**src/rtl/gat_feat_reader.sv**
```systemverilog
// gat_feat_reader
// Read-side engine for the GAT new-feature BRAM. After a request is accepted
// and the core reports gat_ready, it walks [rd_base, rd_base+rd_len) through
// the byte-addressed BRAM port B and streams the words out with last-beat
// marking. A credit-controlled FIFO hides the BRAM read latency, giving one
// word per cycle under continuous ready and no loss under backpressure.
//
// Ports:
//   clk, rst          clock, synchronous active-high reset
//   gat_ready         feature BRAM contents are valid
//   rd_start          single-cycle request pulse (rd_base / rd_len sampled)
//   rd_base, rd_len   first word index, number of words
//   feat_bram_addrb   BRAM byte address (bits [1:0] always 0)
//   feat_bram_dout    BRAM read data, RD_LATENCY cycles after the address
//   m_tdata/m_tvalid/m_tready/m_tlast  output stream
//   rd_busy           request in progress
//   rd_done           one-cycle pulse after the final beat handshakes
//   rd_err            one-cycle pulse when a request is rejected
module gat_feat_reader #(
    parameter int NEW_FEATURE_WIDTH  = 32,
    parameter int NUM_SUBGRAPHS      = 2708,
    parameter int NUM_FEATURE_OUT    = 16,
    parameter int NEW_FEATURE_DEPTH  = NUM_SUBGRAPHS * NUM_FEATURE_OUT,
    parameter int NEW_FEATURE_ADDR_W = $clog2(NEW_FEATURE_DEPTH),
    parameter int RD_LATENCY         = 2,
    parameter int FIFO_DEPTH         = RD_LATENCY + 2
) (
    input  logic                            clk,
    input  logic                            rst,
    input  logic                            gat_ready,
    input  logic                            rd_start,
    input  logic [NEW_FEATURE_ADDR_W-1:0]   rd_base,
    input  logic [NEW_FEATURE_ADDR_W:0]     rd_len,
    output logic [NEW_FEATURE_ADDR_W+1:0]   feat_bram_addrb,
    input  logic [NEW_FEATURE_WIDTH-1:0]    feat_bram_dout,
    output logic [NEW_FEATURE_WIDTH-1:0]    m_tdata,
    output logic                            m_tvalid,
    input  logic                            m_tready,
    output logic                            m_tlast,
    output logic                            rd_busy,
    output logic                            rd_done,
    output logic                            rd_err
);
    localparam int CNT_W = $clog2(FIFO_DEPTH + 1);
    localparam int PTR_W = (FIFO_DEPTH > 1) ? $clog2(FIFO_DEPTH) : 1;
    localparam int IDX_W = NEW_FEATURE_ADDR_W + 1;
    localparam int SUM_W = NEW_FEATURE_ADDR_W + 2;
    localparam logic [CNT_W:0]   FIFO_FULL = (CNT_W + 1)'(FIFO_DEPTH);
    localparam logic [SUM_W-1:0] DEPTH_EXT = SUM_W'(NEW_FEATURE_DEPTH);

    typedef enum logic [1:0] {IDLE, WAIT_RDY, STREAM, DRAIN} state_t;
    state_t state;

    logic [IDX_W-1:0]             word_idx;
    logic [IDX_W-1:0]             end_idx;
    logic [IDX_W-1:0]             beats_sent;
    logic [IDX_W-1:0]             len_m1;
    logic [RD_LATENCY:0]          vpipe;
    logic [CNT_W-1:0]             inflight;
    logic [CNT_W-1:0]             fifo_count;
    logic [PTR_W-1:0]             wr_ptr;
    logic [PTR_W-1:0]             rd_ptr;
    logic [NEW_FEATURE_WIDTH-1:0] fifo_mem [FIFO_DEPTH];

    logic             push;
    logic             pop;
    logic             credit;
    logic             issue;
    logic             req_bad;
    logic [CNT_W:0]   occupancy;
    logic [SUM_W-1:0] req_end;

    function automatic logic [PTR_W-1:0] ptr_next(input logic [PTR_W-1:0] p);
        return (p == PTR_W'(FIFO_DEPTH - 1)) ? '0 : p + PTR_W'(1);
    endfunction

    // vpipe[0] marks an address sitting on the registered port; the BRAM needs
    // RD_LATENCY more edges, so vpipe[RD_LATENCY] is the cycle dout is valid.
    always_comb begin
        push      = vpipe[RD_LATENCY];
        pop       = m_tvalid && m_tready;
        occupancy = {1'b0, inflight} + {1'b0, fifo_count};
        // A same-cycle pop frees one slot, so a full pipe+FIFO may still issue.
        credit    = pop ? (occupancy <= FIFO_FULL) : (occupancy < FIFO_FULL);
        issue     = (state == STREAM) && credit;
        req_end   = SUM_W'(rd_base) + SUM_W'(rd_len);
        req_bad   = (rd_len == '0) || (req_end > DEPTH_EXT);
    end

    assign m_tvalid = (fifo_count != '0);
    assign m_tdata  = m_tvalid ? fifo_mem[rd_ptr] : '0;
    assign m_tlast  = m_tvalid && (beats_sent == len_m1);

    always_ff @(posedge clk) begin
        if (push) begin
            fifo_mem[wr_ptr] <= feat_bram_dout;
        end
    end

    always_ff @(posedge clk) begin
        if (rst) begin
            state           <= IDLE;
            word_idx        <= '0;
            end_idx         <= '0;
            beats_sent      <= '0;
            len_m1          <= '0;
            vpipe           <= '0;
            inflight        <= '0;
            fifo_count      <= '0;
            wr_ptr          <= '0;
            rd_ptr          <= '0;
            feat_bram_addrb <= '0;
            rd_busy         <= 1'b0;
            rd_done         <= 1'b0;
            rd_err          <= 1'b0;
        end else begin
            rd_done    <= 1'b0;
            rd_err     <= 1'b0;
            vpipe      <= {vpipe[RD_LATENCY-1:0], issue};
            inflight   <= inflight + CNT_W'(issue) - CNT_W'(push);
            fifo_count <= fifo_count + CNT_W'(push) - CNT_W'(pop);
            if (push) begin
                wr_ptr <= ptr_next(wr_ptr);
            end
            if (pop) begin
                rd_ptr     <= ptr_next(rd_ptr);
                beats_sent <= beats_sent + IDX_W'(1);
            end
            if (issue) begin
                feat_bram_addrb <= {word_idx[NEW_FEATURE_ADDR_W-1:0], 2'b00};
                word_idx        <= word_idx + IDX_W'(1);
            end

            case (state)
                IDLE: begin
                    if (rd_start) begin
                        if (req_bad) begin
                            rd_err <= 1'b1;
                        end else begin
                            word_idx   <= IDX_W'(rd_base);
                            end_idx    <= req_end[IDX_W-1:0];
                            len_m1     <= rd_len - IDX_W'(1);
                            beats_sent <= '0;
                            rd_busy    <= 1'b1;
                            state      <= WAIT_RDY;
                        end
                    end
                end
                WAIT_RDY: begin
                    if (rd_start) rd_err <= 1'b1;
                    if (gat_ready) state <= STREAM;
                end
                STREAM: begin
                    if (rd_start) rd_err <= 1'b1;
                    if (issue && (word_idx + IDX_W'(1) == end_idx)) state <= DRAIN;
                end
                DRAIN: begin
                    if (rd_start) rd_err <= 1'b1;
                    // The tlast beat is the last entry, so its pop leaves the
                    // FIFO empty with nothing in flight.
                    if (pop && m_tlast) begin
                        rd_done <= 1'b1;
                        rd_busy <= 1'b0;
                        state   <= IDLE;
                    end
                end
                default: state <= IDLE;
            endcase
        end
    end

    always_ff @(posedge clk) begin
        if (!rst && push && !pop) begin
            assert (fifo_count < CNT_W'(FIFO_DEPTH))
                else $error("feature FIFO overflow");
        end
    end
endmodule

```
**config.mk**
```make
export PLATFORM = sky130hd
export DESIGN_NAME = gat_feat_reader
export DESIGN_NICKNAME = d
export VERILOG_FILES = /design/src/rtl/gat_feat_reader.sv
export SDC_FILE = /design/constraint.sdc
export NUM_CORES = 1
export LEC_CHECK = 0
export CORE_ASPECT_RATIO = 1.4
export CORE_UTILIZATION = 25
export CTS_CLUSTER_DIAMETER = 60
export DETAILED_ROUTE_END_ITERATION = 12
export GPL_TIMING_DRIVEN = 0
export PLACE_DENSITY_LB_ADDON = 0.08
export SLEW_MARGIN = 10
export SYNTH_ARGS = -nofsm -noshare
export SYNTH_HDL_FRONTEND = slang
export SYNTH_SLANG_ARGS = --single-unit
```
**constraint.sdc**
```tcl
create_clock -name clk -period 7.7 [get_ports clk]
set_clock_uncertainty 0.2 [all_clocks]
set_input_delay 1.54 -clock clk [delete_from_list [all_inputs] [get_ports clk]]
set_output_delay 1.54 -clock clk [all_outputs]
set_load 0.02 [all_outputs]
```
==> impl_results.md, run 1 <==
- Drt first-iter violations: 258
- GR peak layer: met2
- Critical path class: primary input to flop
- Share of layout cells above drive strength 1: 0.119
- Crit path buf inv count: 5
- Static leakage: 4.88 nW
- Hold Buf Count CTS: 0
- Fill cells: 4672
- Synth area leader: edfxtp_1
- Wire length per cell: 18.3 um
- Worst slew margin: 0.364
- Starting Density: 0.254
- Post-Synthesis Cells: 996
- Final setup violating endpoints: 0
- Final RePlAce weighted congestion: 0.803
- Final period utilization: 0.684
- Largest net degree at the start of global routing: 25
- Average via count per standard cell: 4.42
- Clock-pin slew on the worst setup and hold paths: 0.06 ns
- Layout area overhead: 26.6%
- Crit path cell chain: clkdlybuf4s50_1, ha_1, inv_1, fa_1, nand2b_1, a211oi_4, o21ai_2, a211o_1, a211oi_1, a21oi_1, a2111oi_2, buf_6, or2_1, buf_6, buf_6, nor2_1
- Core area: 0.0451 mm^2
- Final net count: 1263
- Max IR drop VDD: 0.175 mV
- Setup fix buffers added after clock tree synthesis: 0
- Die area: 0.0467 mm^2
- CP Data Required Time: 7.94 ns
- Final hold slack: 0.236 ns
- Largest cells by area after synthesis: edfxtp_1 34%, dfxtp_1 18%, mux4_2 6.3%
- Top-area cell type share of the netlist area: 0.336
- Die Height: 255 um
- Min-Delay Path Class: flop to flop
- Prevailing post-synth register cell: edfxtp_1
- Slew @ Worst Pin: 0.954 ns
- Endpoint type of the worst setup path: flop
- Total number of vias: 7886
- Slowest CP cell: clkdlybuf4s50_1
- Clock root cell: clkbuf_16
- IO Pins: 125
- Power per cell area: 256 mW/mm^2
- Synth Area in Compound Gates: 0.0883
- Clock Path Buffers: 3
- First drt pass iteration count: 4
- DRC Markers: 0
- Synthesis Warnings: 0
- Final worst path period need: 5.27 ns
- Pins over their slew limit: 0
- Die X-Extent: 183 um
- # clock sinks: 232
- I/O Buffers: 122
- RSZ-0062 raised after global routing: no
- All-Layer GR Usage: 0.141
- Site Rows: 92
- Most frequent CP cell: buf_6
- Overall power: 3.71 mW
- H-tree levels: 1
- Adder-Cell Fraction of Synth Area: 0.0463
- CTS tree: built
- Async S/R FF share, synth: 0
- Sequential share of the synthesized area: 0.518
- Yosys reg bits: 232
- Initial antenna violation count: 0
- Syn_area_per_cell: 11.5 um^2
- Num CTS Buffers: 28
- Fmax: 0.190 GHz
- Antenna diodes: 0
- Post-Synthesis Cell Area: 0.0114 mm^2
- Clock Latency Late Sink: 0.55 ns
- Mux share of post-synthesis cell area: 0.0910
- Synth Area in Simple Gates: 0.148
- Post-synth cell types: 82
- CP max FO: 10
- Reg2Reg Setup Slack: 3.51 ns
- Critical Path Source Type: primary input
- Critical Path AT: 5.51 ns
- Status: finished clean
- Cts repair resizes: 0
- Post-DRT Antenna Nets: 0
- CP top delay family: compound AO/OA/AOI/OAI gates
- Number of global-route vias before repair: 8334
- GRT met1 Usage: 0.156
- Max Cap Violations: 0
- Post-Route WL: 32700 um
- Number of synthesized flops with an enable pin: 128
- Slowest stage delay, CP: 0.66 ns
- Xor/xnor share of the synthesized area: 0.0727
- Grt met2 use: 0.276
- Total Negative Setup Slacks: 0 ns
- Met3 Use GR: 0.0162
- GRT overflow: 0
- Final hold vios: 0
- Main combinational cell family by area after synthesis: simple AND/OR/NAND/NOR gates
- Detailed Place HPWL: 24500 um
- First-pass GRT wire length: 49700 um
[worst register-to-register path, stage by stage (launching register included)]
cell	delay, ns
dfxtp_1	0.44
inv_1	0.09
fa_1	0.54
nand2_1	0.05
o31ai_1	0.20
nand4b_1	0.46
clkbuf_1	0.38
clkbuf_1	0.33
ha_1	0.35
inv_1	0.05
ha_1	0.12
inv_1	0.05
fa_1	0.37
xor2_1	0.21
xnor2_1	0.14
nor2_1	0.05
[synthesized netlist by cell type, drive strengths merged, types with 3 or more instances]
cell type	count
nor2	116
inv	28
nand3	18
o21ai	17
nand2	93
a21o	6
a211oi	26
xnor2	54
nor3	22
o2111ai	3
and3	7
a2111oi	3
and2	44
nand2b	4
a31oi	3
buf	26
o21a	5
mux2i	31
mux4	32
fa	4
nor2b	6
xor2	41
a21oi	38
ha	36
edfxtp	128
or2	4
nand4	16
clkbuf	25
dfxtp	104
nor3b	4
nor4	10
[worst paths after layout]
check / endpoint / cells after the start / start
min: vpipe[1]$_SDFF_PP0_ / 1 / vpipe[0]$_SDFF_PP0_
max: beats_sent[16]$_SDFF_PP0_ / 16 / rd_len[0]
max reg2reg: inflight[2]$_SDFF_PP0_ / 15 / inflight[1]$_SDFF_PP0_
min reg2reg: vpipe[1]$_SDFF_PP0_ / 1 / vpipe[0]$_SDFF_PP0_
[area by class of cell]
class	instances	area, um^2	area share
Sequential cell	232	5930	0.409
Multi-Input combinational cell	685	5120	0.354
Timing Repair Buffer	126	1320	0.0908
Clock buffer	36	782	0.0540
Tap cell	611	764	0.0527
Buffer	51	298	0.0205
Clock inverter	16	175	0.0121
Inverter	29	109	0.00751
[through the flow]
stage	util	cells	cell area, um^2	setup slack [ns]
floorplan	-	997	11500	3.12
global placement	0.298	1730	13400	1.74
detailed placement	0.300	1734	13500	1.79
CTS	0.321	1786	14500	2.36
global route	0.321	1786	14500	2.06
finish	0.321	1786	14500	2.43
[cells in the final DEF (no fill, tap or decap), types with 29 or more instances in the layout]
cell	count
and2_1	39
dfxtp_1	104
clkdlybuf4s50_1	122
mux4_2	32
nand2_1	93
xnor2_1	54
nor2_1	115
clkbuf_16	29
ha_1	36
edfxtp_1	128
a21oi_1	34
xor2_1	41
mux2i_1	31
[power breakdown]
part / switching, mW / internal, mW / leakage [nW]
Combinational: 0.513 / 0.447 / 2.43
Clock: 0.539 / 0.819 / 0.460
Sequential: 0.0437 / 1.35 / 1.99
Total: 1.10 / 2.62 / 4.88
[state kept, by name (all words and copies together) (netlist names), 3 cells and up, named ones only]
| signal | flops |
|---|---|
| vpipe | 3 |
| inflight | 3 |
| beats_sent | 17 |
| fifo_mem | 128 |
| feat_bram_addrb | 16 |
| word_idx | 17 |
| len_m1 | 17 |
| fifo_count | 3 |
| end_idx | 17 |
[cell families (layout without fill, tap and decap cells)]
kind of cell / count (synthesis) / after routing
simple gates: 353 / 353
flops: 232 / 232
compound gates: 131 / 131
xor+xnor: 95 / 95
buf+inv: 80 / 258
mux: 64 / 64
fa+ha+maj: 40 / 40
other cells: 1 / 2
[layer usage]
metal / part of all wire / vias up
met2: 0.53 / 154
met5: 0 / -
met1: 0.41 / 3776
li1: - / 3910
met3: 0.031 / 46
met4: 0.028 / 0
(Power assumes the default switching activity.)
==> run 2, diff against run 1 <==
==> constraint.sdc (replaced) <==
create_clock -name clk -period 4.9 [get_ports clk]
set_clock_uncertainty 0.2 [all_clocks]
set_input_delay 0.98 -clock clk [delete_from_list [all_inputs] [get_ports clk]]
set_output_delay 0.98 -clock clk [all_outputs]
set_load 0.02 [all_outputs]
==> impl_results.md, run 2 (synthesis gave the netlist of run 1 again) <==
- Die X-Extent: 183 um (unchanged)
- Final setup violating endpoints: 0 (unchanged)
- # placed instances: 1734 (unchanged)
- Commonest non-fill, non-tap cell in the layout: edfxtp_1 (unchanged)
- Grt met2 use: 0.276 (unchanged)
- Final net count: 1263 (unchanged)
- Average via count per standard cell: 4.42 (about the same)
- Worst slew margin: 0.364 (unchanged)
- H-tree levels: 1 (unchanged)
- Sw Share: 0.295 (about the same)
- Static leakage: 4.89 nW (was 4.88 nW)
- Clock Path Buffers: 3 (unchanged)
- GRT overflow: 0 (unchanged)
- GR peak layer: met2 (unchanged)
- CP Data Required Time: 5.14 ns (was 7.94 ns)
- Max Cap Violations: 0 (unchanged)
- Met3 Use GR: 0.0162 (unchanged)
- Gate power share: 0.258 (about the same)
- Final RePlAce weighted congestion: 0.803 (unchanged)
- Final period utilization: 0.935
- Post-route non-filler standard cell count: 1786 (unchanged)
- I/O Buffers: 122 (unchanged)
- Total number of vias: 7888 (was 7886)
- First drt pass iteration count: 4 (unchanged)
- Largest net degree at the start of global routing: 25 (unchanged)
- Starting Density: 0.254 (unchanged)
- Final worst path period need: 4.58 ns
- Min-Delay Path Class: flop to flop (unchanged)
- Num CTS Buffers: 28 (unchanged)
- Status: finished clean (unchanged)
- Clock-pin slew on the worst setup and hold paths: 0.06 ns (about the same)
- All-Layer GR Usage: 0.141 (unchanged)
- # clock sinks: 232 (unchanged)
- GRT met1 Usage: 0.156 (unchanged)
- Critical path class: primary input to flop (unchanged)
- Largest Register: fifo_mem (unchanged)
- Overall power: 5.84 mW (was 3.71 mW)
- Slowest stage delay, CP: 0.57 ns (was 0.66 ns)
- Layout area overhead: 26.6% (about the same)
- Max IR drop VDD: 0.275 mV (was 0.175 mV)
- Max reg flops: 128 (unchanged)
- Net Sw Power: 1.72 mW (was 1.10 mW)
- Fmax: 0.218 GHz
- Number of global-route vias before repair: 8334 (unchanged)
- Crit path cell chain: clkdlybuf4s50_1, ha_1, inv_1, fa_1, nand2b_1, a211oi_4, o21ai_2, a211o_1, a211oi_1, a21oi_1, a2111oi_2, buf_6, or2_1, buf_6, buf_6, nor2_1 (unchanged)
- RSZ-0062 raised after global routing: no (unchanged)
- First-pass GRT wire length: 49700 um (unchanged)
- Most frequent CP cell: buf_6 (unchanged)
- Detailed Place HPWL: 24500 um (unchanged)
- Die Height: 255 um (unchanged)
- Final hold slack: 0.236 ns (unchanged)
- Antenna diodes: 0 (unchanged)
- Core area: 0.0451 mm^2 (unchanged)
- Die area: 0.0467 mm^2 (unchanged)
- Final instance area: 0.0145 mm^2 (about the same)
- Multi-input gate area: 0.00512 mm^2 (unchanged)
- Power per cell area: 403 mW/mm^2 (was 256 mW/mm^2)
- Drt first-iter violations: 259 (was 258)
- CP top delay family: compound AO/OA/AOI/OAI gates (unchanged)
- Final core utilization: 0.321 (about the same)
- Crit path buf inv count: 5 (unchanged)
- Clock root cell: clkbuf_16 (unchanged)
- Pins over their slew limit: 0 (unchanged)
- Setup fix buffers added after clock tree synthesis: 0 (unchanged)
- Post-DP Area: 0.0135 mm^2 (unchanged)
- Critical Path Source Type: primary input (unchanged)
- Slew @ Worst Pin: 0.954 ns (unchanged)
- Initial antenna violation count: 0 (unchanged)
- CTS tree: built (unchanged)
- Pint: 4.12 mW (was 2.62 mW)
- Post-DRT Antenna Nets: 0 (unchanged)
- Site Rows: 92 (unchanged)
- Most frequent cells in the layout: 128 x edfxtp_1, 121 x clkdlybuf4s50_1, 115 x nor2_1 (was 128 x edfxtp_1, 122 x clkdlybuf4s50_1, 115 x nor2_1)
- Clk pwr share: 0.366 (about the same)
- Endpoint type of the worst setup path: flop (unchanged)
- Sequential share of power: 0.376 (about the same)
- Clock Latency Late Sink: 0.55 ns (about the same)
- FF+latch area: 0.00593 mm^2 (unchanged)
- Share of layout cells above drive strength 1: 0.119 (unchanged)
- Critical Path AT: 4.83 ns (was 5.51 ns)
- Final hold vios: 0 (unchanged)
- Wire length per cell: 18.3 um (about the same)
- Fill cells: 4673 (was 4672)
- Slowest CP cell: clkdlybuf4s50_1 (unchanged)
- DRC Markers: 0 (unchanged)
- CP max FO: 10 (unchanged)
- IO Pins: 125 (unchanged)
- Post-Route WL: 32700 um (about the same)
==> run 2: through the flow <==
step           worst slack (ns)  setup TNS (ns)
2_1_floorplan             0.884               0
3_3_place_gp             -0.499          -27.77
3_5_place_dp             -0.451          -24.91
4_1_cts                   0.120               0
5_1_grt                 0.00955               0
6_report                  0.319               0
==> run 2: power groups by stage <==
stage | Combinational, mW | Clock [mW] | Sequential (mW)
finish | 1.51 | 2.13 | 2.19
detailed placement | 1.55 | 0 | 2.24
CTS | 1.55 | 2.23 | 2.20
global placement | 1.55 | 0 | 2.24
floorplan | 0.963 | 0 | 2.22
global route | 1.66 | 2.29 | 2.20
==> run 2: layer usage <==
metal | part of all wire | up-vias | routed length (um)
met5 | 0 | - | 0
li1 | - | 3911 | -
met1 | 0.40 | 3769 | 13200
met4 | 0.028 | 0 | 910
met3 | 0.033 | 46 | 1090
met2 | 0.53 | 162 | 17500
==> run 2: final timing paths <==
path                               start                         to  slack [ns]  cells after the start
hold reg to reg      vpipe[0]$_SDFF_PP0_        vpipe[1]$_SDFF_PP0_        0.24                      1
setup / recovery              rd_base[0]  beats_sent[16]$_SDFF_PP0_        0.32                     16
setup reg to reg  inflight[1]$_SDFF_PP0_     inflight[2]$_SDFF_PP0_        0.71                     15
hold / removal       vpipe[0]$_SDFF_PP0_        vpipe[1]$_SDFF_PP0_        0.24                      1
==> run 2: layout make-up <==
class / count / area share
inverters: 29 / 0.00751
multi-input cells: 685 / 0.353
clock inverters: 16 / 0.0121
repair buffers: 126 / 0.0910
plain buffers: 51 / 0.0205
clock buffers: 36 / 0.0539
flip-flops and latches: 232 / 0.409
well taps: 611 / 0.0527
==> run 2: timing repair <==
action	in CTS	in global routing
hold buffers	0	0
setup endpoints to repair	0	57
resized for setup	0	1
